## src/rtl/keypad_scanner.sv

```systemverilog
// 4x3 keypad scanner: rotates the column drive, snapshots every row/column crossing once per frame,
// and debounces whole frames into a single key code with a one-cycle valid pulse per accepted press.
module keypad_scanner #(
    parameter int SCAN_DIV   = 1000,
    parameter int DEBOUNCE_N = 4
) (
    input  logic       clk,
    input  logic       rst,
    input  logic [3:0] key_row,
    output logic [2:0] key_col,
    output logic [3:0] key_data,
    output logic       key_valid,
    output logic       key_held
);
    localparam int         DIV_W  = $clog2(SCAN_DIV);
    localparam int         CNT_W  = $clog2(DEBOUNCE_N + 1);
    localparam logic [3:0] NO_KEY = 4'hF;

    typedef enum logic [2:0] {IDLE, DEB, PRESSED, REL, LOCK} state_t;

    logic [3:0]       row_meta, row_sync;
    logic [DIV_W-1:0] div_cnt;
    logic [1:0]       col_idx;
    logic [11:0]      snap;
    logic             tick, frame_close;
    logic [11:0]      frame;
    logic [3:0]       n_set;
    logic [3:0]       frame_code;
    logic             frame_empty, frame_single;

    state_t           state, state_n;
    logic [3:0]       cand, cand_n;
    logic [CNT_W-1:0] cnt, cnt_n, cnt_inc;
    logic             cnt_hit;
    logic [3:0]       data_n;
    logic             valid_n, held_n;

    // Bit index is col*4 + row; rows 0..2 are the digit grid, row 3 holds '*', '0', '#'.
    function automatic logic [3:0] code_of(input logic [3:0] bit_idx);
        logic [1:0] c;
        logic [1:0] r;
        c = bit_idx[3:2];
        r = bit_idx[1:0];
        if (r != 2'd3) return 4'(int'(r) * 3 + int'(c) + 1);
        case (c)
            2'd0:    return 4'd10;
            2'd1:    return 4'd0;
            default: return 4'd11;
        endcase
    endfunction

    assign key_col     = 3'b001 << col_idx;
    assign tick        = (div_cnt == DIV_W'(SCAN_DIV - 1));
    assign frame_close = tick && (col_idx == 2'd2);
    // The column-2 rows are only being written this edge, so the frame is assembled from the live sample.
    assign frame       = {row_sync, snap[7:0]};

    always_ff @(posedge clk or negedge rst) begin
        if (!rst) begin
            row_meta <= '0;
            row_sync <= '0;
            div_cnt  <= '0;
            col_idx  <= '0;
            snap     <= '0;
        end else begin
            // NOTE: state registers use non-blocking assignments so every flop samples pre-edge values.
            row_meta <= key_row;
            row_sync <= row_meta;
            if (tick) begin
                div_cnt                   <= '0;
                snap[{col_idx, 2'b00} +: 4] <= row_sync;
                col_idx                   <= (col_idx == 2'd2) ? 2'd0 : col_idx + 2'd1;
            end else begin
                div_cnt <= div_cnt + 1'b1;
            end
        end
    end

    always_comb begin
        n_set      = '0;
        frame_code = NO_KEY;
        for (int i = 0; i < 12; i++) begin
            if (frame[i]) begin
                n_set      = n_set + 4'd1;
                frame_code = code_of(4'(i));
            end
        end
    end

    assign frame_empty  = (n_set == 4'd0);
    assign frame_single = (n_set == 4'd1);
    assign cnt_inc      = (int'(cnt) >= DEBOUNCE_N) ? cnt : cnt + 1'b1;
    assign cnt_hit      = (int'(cnt) + 1 >= DEBOUNCE_N);

    always_comb begin
        // NOTE: every output of this block gets a default first, so no path can infer a latch.
        state_n = state;
        cand_n  = cand;
        cnt_n   = cnt;
        data_n  = key_data;
        valid_n = 1'b0;
        held_n  = key_held;
        if (frame_close) begin
            case (state)
                IDLE: if (frame_single) begin
                    if (DEBOUNCE_N == 1) begin
                        data_n  = frame_code;
                        valid_n = 1'b1;
                        held_n  = 1'b1;
                        state_n = PRESSED;
                    end else begin
                        cand_n  = frame_code;
                        cnt_n   = CNT_W'(1);
                        state_n = DEB;
                    end
                end
                DEB: begin
                    if (frame_single && frame_code == cand) begin
                        if (cnt_hit) begin
                            data_n  = cand;
                            valid_n = 1'b1;
                            held_n  = 1'b1;
                            state_n = PRESSED;
                        end else begin
                            cnt_n = cnt_inc;
                        end
                    end else if (frame_single) begin
                        cand_n = frame_code;
                        cnt_n  = CNT_W'(1);
                    end else if (frame_empty) begin
                        state_n = IDLE;
                    end else begin
                        state_n = LOCK;
                    end
                end
                PRESSED: if (frame_empty) begin
                    if (DEBOUNCE_N == 1) begin
                        data_n  = NO_KEY;
                        held_n  = 1'b0;
                        state_n = IDLE;
                    end else begin
                        cnt_n   = CNT_W'(1);
                        state_n = REL;
                    end
                end
                REL: begin
                    if (!frame_empty) begin
                        state_n = PRESSED;
                    end else if (cnt_hit) begin
                        data_n  = NO_KEY;
                        held_n  = 1'b0;
                        state_n = IDLE;
                    end else begin
                        cnt_n = cnt_inc;
                    end
                end
                LOCK: if (frame_empty) state_n = IDLE;
                default: state_n = IDLE;
            endcase
        end
    end

    always_ff @(posedge clk or negedge rst) begin
        if (!rst) begin
            state     <= IDLE;
            cand      <= NO_KEY;
            cnt       <= '0;
            key_data  <= NO_KEY;
            key_valid <= 1'b0;
            key_held  <= 1'b0;
        end else begin
            state     <= state_n;
            cand      <= cand_n;
            cnt       <= cnt_n;
            key_data  <= data_n;
            key_valid <= valid_n;
            key_held  <= held_n;
        end
    end
endmodule

```

## config.mk

```make
export PLATFORM = sky130hd
export DESIGN_NAME = keypad_scanner
export DESIGN_NICKNAME = d
export VERILOG_FILES = /design/src/rtl/keypad_scanner.sv
export SDC_FILE = /design/constraint.sdc
export NUM_CORES = 1
export LEC_CHECK = 0
export CAP_MARGIN = 0
export CORE_MARGIN = 8
export CORE_UTILIZATION = 55
export CTS_CLUSTER_DIAMETER = 100
export CTS_CLUSTER_SIZE = 40
export DETAILED_ROUTE_END_ITERATION = 10
export GPL_TIMING_DRIVEN = 0
export PLACE_DENSITY = 0.76
export RECOVER_POWER = 100
export SYNTH_ARGS = -nofsm -noshare
export SYNTH_HDL_FRONTEND = slang
export SYNTH_SLANG_ARGS = --single-unit
```

## constraint.sdc

```tcl
create_clock -name clk -period 6.95 [get_ports clk]
set_clock_uncertainty 0.15 [all_clocks]
set_input_delay 1.39 -clock clk [delete_from_list [all_inputs] [get_ports clk]]
set_output_delay 1.39 -clock clk [all_outputs]
set_load 0.1 [all_outputs]
```

-- Word level (Yosys, flattened, before mapping)
Cells that the tools add are included.
- bits of input ports: 6
- bits in latches: 0
- memories kept: 0
- memory bits (read-only): 0
- bits in registers: 48
- bits in writable memories: 0
- logic and storage cells: 141
- output and inout bits: 9
- $lt $le $gt $ge: 2
- divide/modulo/power cells: 0
- reduce and logical (&&, ||, !) cells: 11
- equality and inequality tests: 19
- shift-type cells: 3
- bitwise operators: 0
- $add $sub $neg: 16
- mux-type cells: 79
- multipliers: 0
- operator list (cell ; number):
    2-to-1 mux 4 bit ; 35
    2-to-1 mux 3 bit ; 16
    adder 4 x 1 -> 4 bit (second input constant) ; 11
    2-to-1 mux 1 bit ; 18
    inequality test 2 bit (second input constant) ; 8
    one-hot mux 4 bit (2 select lines) ; 2
    one-hot mux 3 bit (5 select lines) ; 1
    bitwise mux 12 bit ; 1
    one-hot mux 3 bit (4 select lines) ; 1
    variable shift 4 x 6 -> 12 bit (first input constant) ; 1
    indexed part select 4 x 6 -> 12 bit ; 1
    adder 10 x 1 -> 10 bit (second input constant) ; 1
    == test 10 bit (second input constant) ; 1
    2-to-1 mux 10 bit ; 1
    inequality test 3 bit (second input constant) ; 3
    AND reduction 7 bit ; 1
    == test 3 x 2 -> 1 bit (second input constant) ; 2
    2-to-1 mux 2 bit ; 3
    negation 4 -> 6 bit ; 1
    AND reduction 6 bit ; 1
    adder 3 x 1 -> 4 bit (second input constant) ; 1
    == test 4 x 1 -> 1 bit (second input constant) ; 1
    == test 4 bit ; 1
    >= comparator 4 x 3 -> 1 bit (second input constant) ; 1
    15 further kinds ; 17

-- Depth between registers and ports, before layout
- depth in word-level cells: 28
- mapped depth: 40
- mapped depth without buffers: 39

-- Worst setup path before layout
OpenSTA, ideal clock, no wires.
- kind: flip-flop to flip-flop
- from: register snap[0]
- to: register key_held
- clock period less this slack: 7650 ps
- required time: 6675 ps
- path slack: -700 ps
- stages on the path, launching flop included: 39
- arrival: 7375 ps
- path through: dfrtp_1 > inv_1 > ha_1 > xor2_1 > ha_1 > nand2b_1 > o21ai_0 > inv_1 > ha_1 > nand2_1 > o21ai_0 > ha_1 > nor2b_1 > nor3_1 > ha_1 > nand2_1 > o41ai_1 > ha_1 > (+3 left out) > ha_1 > nand2b_1 > o21a_1 > ha_1 > mux2i_1 > or2_2 > inv_1 > ha_1 > nand2_1 > o31ai_1 > ha_1 > xor3_1 > o32a_1 > or4_4 > and2_1 > buf_6 > nor4_4 > mux2_2
- longest elaborated chain between the ends: 27
- elaborated cells between the ends (all ways): 42
- those cells by class: 11 x add/sub; 4 x eq/ne; 24 x mux; 3 x reduce/logical
- RTL lines (element ; line ; source):
    start, declared ; 24 ; logic [11:0] snap;
    start signal, assigned by index ; 71 ; snap[{col_idx, 2'b00} +: 4] <= row_sync;
    2-to-1 mux 1 bit ; 83 ; if (frame[i]) begin
    adder 4 x 1 -> 4 bit ; 84 ; n_set = n_set + 4'd1;
    2-to-1 mux 4 bit ; 83 ;
    adder 4 x 1 -> 4 bit ; 84 ;
    2-to-1 mux 4 bit ; 83 ;
    adder 4 x 1 -> 4 bit ; 84 ;
    2-to-1 mux 4 bit ; 83 ;
    adder 4 x 1 -> 4 bit ; 84 ;
    (+11 left out) ; -- ;
    adder 4 x 1 -> 4 bit ; 84 ;
    2-to-1 mux 4 bit ; 83 ;
    adder 4 x 1 -> 4 bit ; 84 ;
    2-to-1 mux 4 bit ; 83 ;
    == test 4 x 1 -> 1 bit ; 91 ; assign frame_single = (n_set == 4'd1);
    logical AND 1 bit ; 118 ; if (frame_single && frame_code == cand) begin
    inequality test 2 bit (no line) ; -- ;
    AND reduction 6 bit (no line) * ; -- ;
    end signal, assigned ; 177 ; key_held <= held_n;
    end, declared ; 13 ; output logic key_held
Mark *: on every way between the ends. The rest lies on a longest branch, timed or not.
A chain may end at the register's enable or synchronous reset.

-- Worst setup path in the final report
- from: register snap[1]
- to: register cnt[2]
- longest elaborated chain between the ends: 25
- elaborated cells between the ends (all ways): 42
- those cells by class: 10 x add/sub; 4 x eq/ne; 25 x mux; 3 x reduce/logical
- RTL lines (element ; line ; source):
    2-to-1 mux 4 bit ; 83 ;
    adder 4 x 1 -> 4 bit ; 84 ;
    2-to-1 mux 4 bit ; 83 ;
    adder 4 x 1 -> 4 bit ; 84 ;
    2-to-1 mux 4 bit ; 83 ;
    adder 4 x 1 -> 4 bit ; 84 ;
    2-to-1 mux 4 bit ; 83 ;
    adder 4 x 1 -> 4 bit ; 84 ;
    (+9 left out) ; -- ;
    adder 4 x 1 -> 4 bit ; 84 ;
    2-to-1 mux 4 bit ; 83 ;
    adder 4 x 1 -> 4 bit ; 84 ;
    2-to-1 mux 4 bit ; 83 ;
    == test 4 x 1 -> 1 bit ; 91 ;
    2-to-1 mux 3 bit / logical AND 1 bit (equally long branches) ; -- ;
    2-to-1 mux 3 bit ; 118 ;
    one-hot mux 3 bit (4 select lines) ; 104 ; case (state)
    end signal, assigned ; 174 ; cnt <= cnt_n;
    end, declared ; 33 ; logic [CNT_W-1:0] cnt, cnt_n, cnt_inc;
Several ways; a longest one is shown, not always the timed one.

==> impl_metrics.tcl <==
set metrics [dict create \
    status "finished with violations" \
    violations "setup timing" \
    synth-xor-area-share_pct 13.4 \
    utilization_pct 75.2 \
    clkTransAtPathRegs_ns 0.10 \
    drc_errors 0 \
    dpl.cell_count 456 \
    cp_num_cells 38 \
    min_path_type "reg2reg" \
    drtIter0Drc 155 \
    path_class "reg2reg" \
    fillers 424 \
    synth_compound_area_share_pct 15.1 \
    drive_gt1_share_pct 32.1 \
    slew_viol_final 0 \
    clkLatencyLatePin_ns 0.31 \
    synth-edff-count 0 \
    yosysUniqueCellTypes 63 \
    finalCriticalPeriod_ns 7.38 \
    fp.dieH_um 94.1 \
    cts-root-buf "clkbuf_8" \
    io_pins 15 \
    dpl.hpwl_um 5130 \
    ys_async_sr_fraction_pct 100 \
    critPathMaxFanout 7 \
    synthAdderAreaFrac_pct 7.46 \
    synth_top_area_share_pct 26.9 \
    min_path_cells 0 \
    grt_max_degree 28 \
    timing.critical_path.buf_inv 6 \
    syn_area_um2 3350 \
    finalHoldViolCount 0 \
    synth.avg_cell_area_um2 9.16 \
    fp.dieArea_um2 8850 \
    avgViaCountPerCell 5.72 \
    diodes 0 \
    grt_setup_unrepaired "true" \
    p_total_uw 559 \
    num_vias 2942 \
    crit_arrival_ns 7.43 \
    htreeDepth 2 \
    critPathTopFamily "simple AND/OR/NAND/NOR gates" \
    synth_top_family_by_area "simple AND/OR/NAND/NOR gates" \
    numPortBuffers 14 \
    clockBufferDepth 2 \
    rows 28 \
    grt_pass1_vias 2886 \
    syn_inst 366 \
    setup_ws_ns -0.427 \
    cts_tree "yes" \
    synthFlopType "dfrtp_1" \
    numCtsBuffers 5 \
    crit_required_ns 7.00 \
    synth-warning-count 0 \
    synth.area.mux_share_pct 4.22 \
    drtPass1Iterations 4 \
    multi_input_area_um2 2460 \
    wl_um 8630 \
    overflow 0 \
    synth-seq-cells 44 \
    endpoint_kind "flip-flop" \
    maxSlewHeadroom_pct 6.28 \
    power_per_cell_area_nw_per_um2 125 \
    gp_congestion 0.883 \
    synth_fp_nets 392 \
    core_um2 5920 \
    peakVddDrop_mv 0.115 \
    cap_violations 0 \
    startpoint_type "flip-flop" \
    yosysTopAreaCell "dfrtp_1" \
    stdcell_count 514 \
    r2r_cells 38 \
    grt_usage_pct 19.0 \
    areaGrowthSynthToFinish_pct 32.8 \
    ys_seq_area_share_pct 33.1 \
    finalSetupViolCount 16 \
    max_stage_delay_ns 0.55 \
    clock_sinks 44 \
    antenna_left 0 \
    synthTopCellsByArea "dfrtp_1, ha_1, dfstp_2" \
    fmax_mhz 136 \
    seq_area_um2 1110 \
    cpMaxStageDelayCell "or4_4" \
    cp_common_cell "ha_4" \
    synth-simple-area-share_pct 21.9 \
    period_share_pct 106 \
    grt_first_pass_wirelength_um 13500 \
    antenna_found_initial 0 \
    die_width_um 94.1 \
    worst_slew_pin_slew_ns 1.41 \
    avgRoutedWirePerCell_um 16.8 \
    p_leak_nw 2.02 \
    initial_utilization_pct 56.6 \
    num-nets-final 464 \
]
layer usage:
layer	vias up	track usage (%)	wire, µm
met5	-	0	0
met4	0	11.4	371
met3	30	3.36	295
met2	73	31.7	4360
met1	1428	22.4	3610
li1	1411	-	-
repair_timing:
action / in CTS / in global routing
gates cloned: 0 / 0
gates resized for setup: 22 / 30
setup buffers: 46 / 8
setup endpoints to repair: 16 / 16
pin swaps: 19 / 14
hold buffers: 0 / 0
cell usage in the layout (no fill, tap or decap), drive strengths merged, types with 3 or more instances in the layout:
cell type and count:
buf 55, nand2 52, dfrtp 36, inv 23, o21ai 22, nor2 20, ha 20, xnor2 18
clkbuf 17, dlygate4sd3 13, nand3 13, xor2 12, nand2b 9, dfstp 8, a21oi 8, nor3 8
mux2 7, nor2b 7, and3 7, a211oi 6, and2 6, xnor3 5, or2 5, mux2i 4
o21bai 3, a21o 3, o21a 3, a211o 3, nand4 3, o211ai 3, or4 3, o31ai 3
cell families after synthesis:
logic type               count (synthesis)
AND/OR/NAND/NOR                        144
AO/OA/AOI/OAI                           71
XOR/XNOR                                37
multiplexers                            12
flip-flops                              44
adder cells (fa/ha/maj)                 20
buffers and inverters                   38
layout make-up:
type                    count  share of cell area [%]
inverters                  23                    1.99
clock buffers               5                    1.55
repair buffers             66                    11.7
well taps                  75                    2.11
flip-flops and latches     44                    25.0
multi-input cells         284                    55.2
plain buffers              14                    1.46
clock inverters             3                    1.07
through the flow:
step	TNS, ns	worst slack, ns	area [µm²]	hold WS [ns]
final	-6.21	-0.427	4450	0.203
after floorplan	-2.83	-0.302	3440	0.181
after global placement	-9.83	-0.743	3670	0.182
after global routing	-9.56	-0.628	4450	0.211
after CTS	-6.51	-0.520	4250	0.205
after detailed placement	-10.92	-0.804	3690	0.185
power breakdown:
group	internal [mW]	switching [mW]	leakage (nW)
sequential	0.258	0.00108	0.553
clock	0.108	0.0971	0.0583
combinational	0.0432	0.0504	1.41
final timing paths:
check                      slack (ns)           to        start
max reg2reg                     -0.43       cnt[2]      snap[1]
min                              0.20  row_sync[3]  row_meta[3]
min in group asynchronous        1.05   div_cnt[8]          rst
max in group asynchronous        3.79  row_sync[3]          rst
max                             -0.43       cnt[2]      snap[1]
min reg2reg                      0.20  row_sync[3]  row_meta[3]
state kept, by name, summed over array words and instances, names as in the netlist:
signal and flops:
div_cnt 10, snap 8, cand 4, key_data 4, row_meta 4, row_sync 4, cnt 3, state 3
col_idx 2, key_held 1, key_valid 1
synthesized netlist by cell type, types with 8 or more instances:
library cell  number
a21oi_1            8
ha_1              20
xor2_1            12
nor2_1            20
inv_1             22
clkbuf_1          10
dfrtp_1           36
nor3_1             8
nand3_1           13
dfstp_2            8
nand2_1           52
nand2b_1           9
xnor2_1           16
o21ai_0           22
Note: power is estimated with default switching activity, not from simulation.
==> variant, RTL diff (same settings) <==
Encoding of `state_t`: now one-hot (5 bits for 5 states).
--- a/src/rtl/keypad_scanner.sv
+++ b/src/rtl/keypad_scanner.sv
@@ -16,7 +16,7 @@
     localparam int         CNT_W  = $clog2(DEBOUNCE_N + 1);
     localparam logic [3:0] NO_KEY = 4'hF;
 
-    typedef enum logic [2:0] {IDLE, DEB, PRESSED, REL, LOCK} state_t;
+    typedef enum logic [4:0] {IDLE = 5'b00001, DEB = 5'b00010, PRESSED = 5'b00100, REL = 5'b01000, LOCK = 5'b10000} state_t;
 
     logic [3:0]       row_meta, row_sync;
     logic [DIV_W-1:0] div_cnt;
Function: no difference found for any inputs over 10 cycles, from zero or initial values and one cycle with rst low; not proved beyond that.
==> variant against the unedited design <==
The flow finishes with violations (max-capacitance violations, max-slew violations, negative setup slack); total power rose by 3.1%; worst setup slack improved by 220 ps; critical path depth rose by 2; area after synthesis rose by 1.9%; sequential cell count rose by 2; sequential power rose by 5%; final area fell by 0.25%; wire length fell by 1.9%.
==> variant: results (changes against the unedited design) <==
<table>
<tr><th>Metric</th><th>Value</th></tr>
<tr><th colspan="2">Status</th></tr>
<tr><td>Outcome</td><td>finished with violations</td></tr>
<tr><td>Failing checks</td><td>max-capacitance violations, max-slew violations, negative setup slack</td></tr>
<tr><th colspan="2">Yosys</th></tr>
<tr><td>Top cells by area, synth</td><td>dfrtp_1, ha_1, dfstp_2, nand2_1, xor2_1</td></tr>
<tr><td>Fraction of synthesized cell area in xor and xnor cells</td><td>15.1% (+1.7 points)</td></tr>
<tr><td>Compound-Gate Fraction of Synth Area</td><td>12.3% (-2.7 points)</td></tr>
<tr><td>Cell variety after synth</td><td>54 (-14%)</td></tr>
<tr><td>Syn Nets</td><td>402 (+2.6%)</td></tr>
<tr><th colspan="2">STA</th></tr>
<tr><td>Final setup violation count</td><td>17 (+1)</td></tr>
<tr><td>Count of final max-slew check failures</td><td>37 (+37)</td></tr>
<tr><td>PnR worst setup slack</td><td>-206 ps (+221 ps)</td></tr>
<tr><td>Slew HR</td><td>-27.2% (-33 points)</td></tr>
<tr><th colspan="2">Finish</th></tr>
<tr><td>Buffer share of cell area</td><td>11.8% (-1.4 points)</td></tr>
<tr><td>Count of plain and timing-repair buffers in the layout</td><td>70 (-13%)</td></tr>
<tr><td>Post-Layout Cell Count</td><td>511 (-0.58%)</td></tr>
<tr><td>Fraction of final layout cells with drive strength greater than 1</td><td>29.1% (-3.0 points)</td></tr>
<tr><td>Clock buffers</td><td>7 (+2)</td></tr>
<tr><td>Final clock-cell share</td><td>2.62% (+0.0066 points)</td></tr>
<tr><td>Total Nets Final</td><td>462 (-0.43%)</td></tr>
<tr><th colspan="2">Worst setup path</th></tr>
<tr><td>Top cell family by delay on the critical path</td><td>adder cells</td></tr>
<tr><td>Critical Path Slowest Stage Cell</td><td>dfrtp_1</td></tr>
<tr><td>Endpoint arrival time on the critical path</td><td>7200 ps (-230 ps)</td></tr>
<tr><td>Critical path fanouts, max</td><td>5 (-2)</td></tr>
<tr><th colspan="2">Drt</th></tr>
<tr><td>Length of routed wiring on met1</td><td>3640 um (+0.86%)</td></tr>
<tr><td>Post-Route WL</td><td>8470 um (-1.9%)</td></tr>
<tr><td>Detailed-routed wire length on met2</td><td>4360 um (about the same)</td></tr>
<tr><td>Via total after detailed routing</td><td>2967 (+0.85%)</td></tr>
<tr><th colspan="2">GRT</th></tr>
<tr><td>Largest net degree at the start of global routing</td><td>37 (+32%)</td></tr>
<tr><td>Met2 usage</td><td>32.2% (+0.53 points)</td></tr>
<tr><td>Met1 Usage GRT</td><td>23.6% (+1.1 points)</td></tr>
<tr><th colspan="2">Placement</th></tr>
<tr><td>Post-DP HPWL</td><td>5190 um (+1.2%)</td></tr>
<tr><td>Last weighted congestion value of the routability-driven placer</td><td>0.873 (-1.2%)</td></tr>
<tr><th colspan="2">Run</th></tr>
<tr><td>Max-cap violation count</td><td>1 (+1)</td></tr>
<tr><th colspan="2">Clock network</th></tr>
<tr><td>Cells resized by post-CTS repair</td><td>32 (+45%)</td></tr>
<tr><td>Setup bufs post-CTS</td><td>29 (-37%)</td></tr>
</table>
## variant: power groups by stage
stage | combinational [mW] | sequential [mW] | clock [mW]
after CTS | 0.0801 | 0.271 | 0.214
after detailed placement | 0.0631 | 0.276 | 0
after global placement | 0.0603 | 0.276 | 0
after global routing | 0.103 | 0.271 | 0.221
after floorplan | 0.0458 | 0.276 | 0
final | 0.0965 | 0.271 | 0.209
## variant: worst paths after layout
| check | startpoint | end | slack [ps] | cells past startpoint |
|---|---|---|---|---|
| worst max-delay path | snap[1] | state[4] | -210 | 40 |
| worst min-delay path | row_meta[1] | row_sync[1] | 210 | 0 |
| worst max register to register | snap[1] | state[4] | -210 | 40 |
| worst min register to register | row_meta[1] | row_sync[1] | 210 | 0 |
| max in group asynchronous | rst | snap[3] | 3570 | 2 |
| min in group asynchronous | rst | state[3] | 900 | 1 |
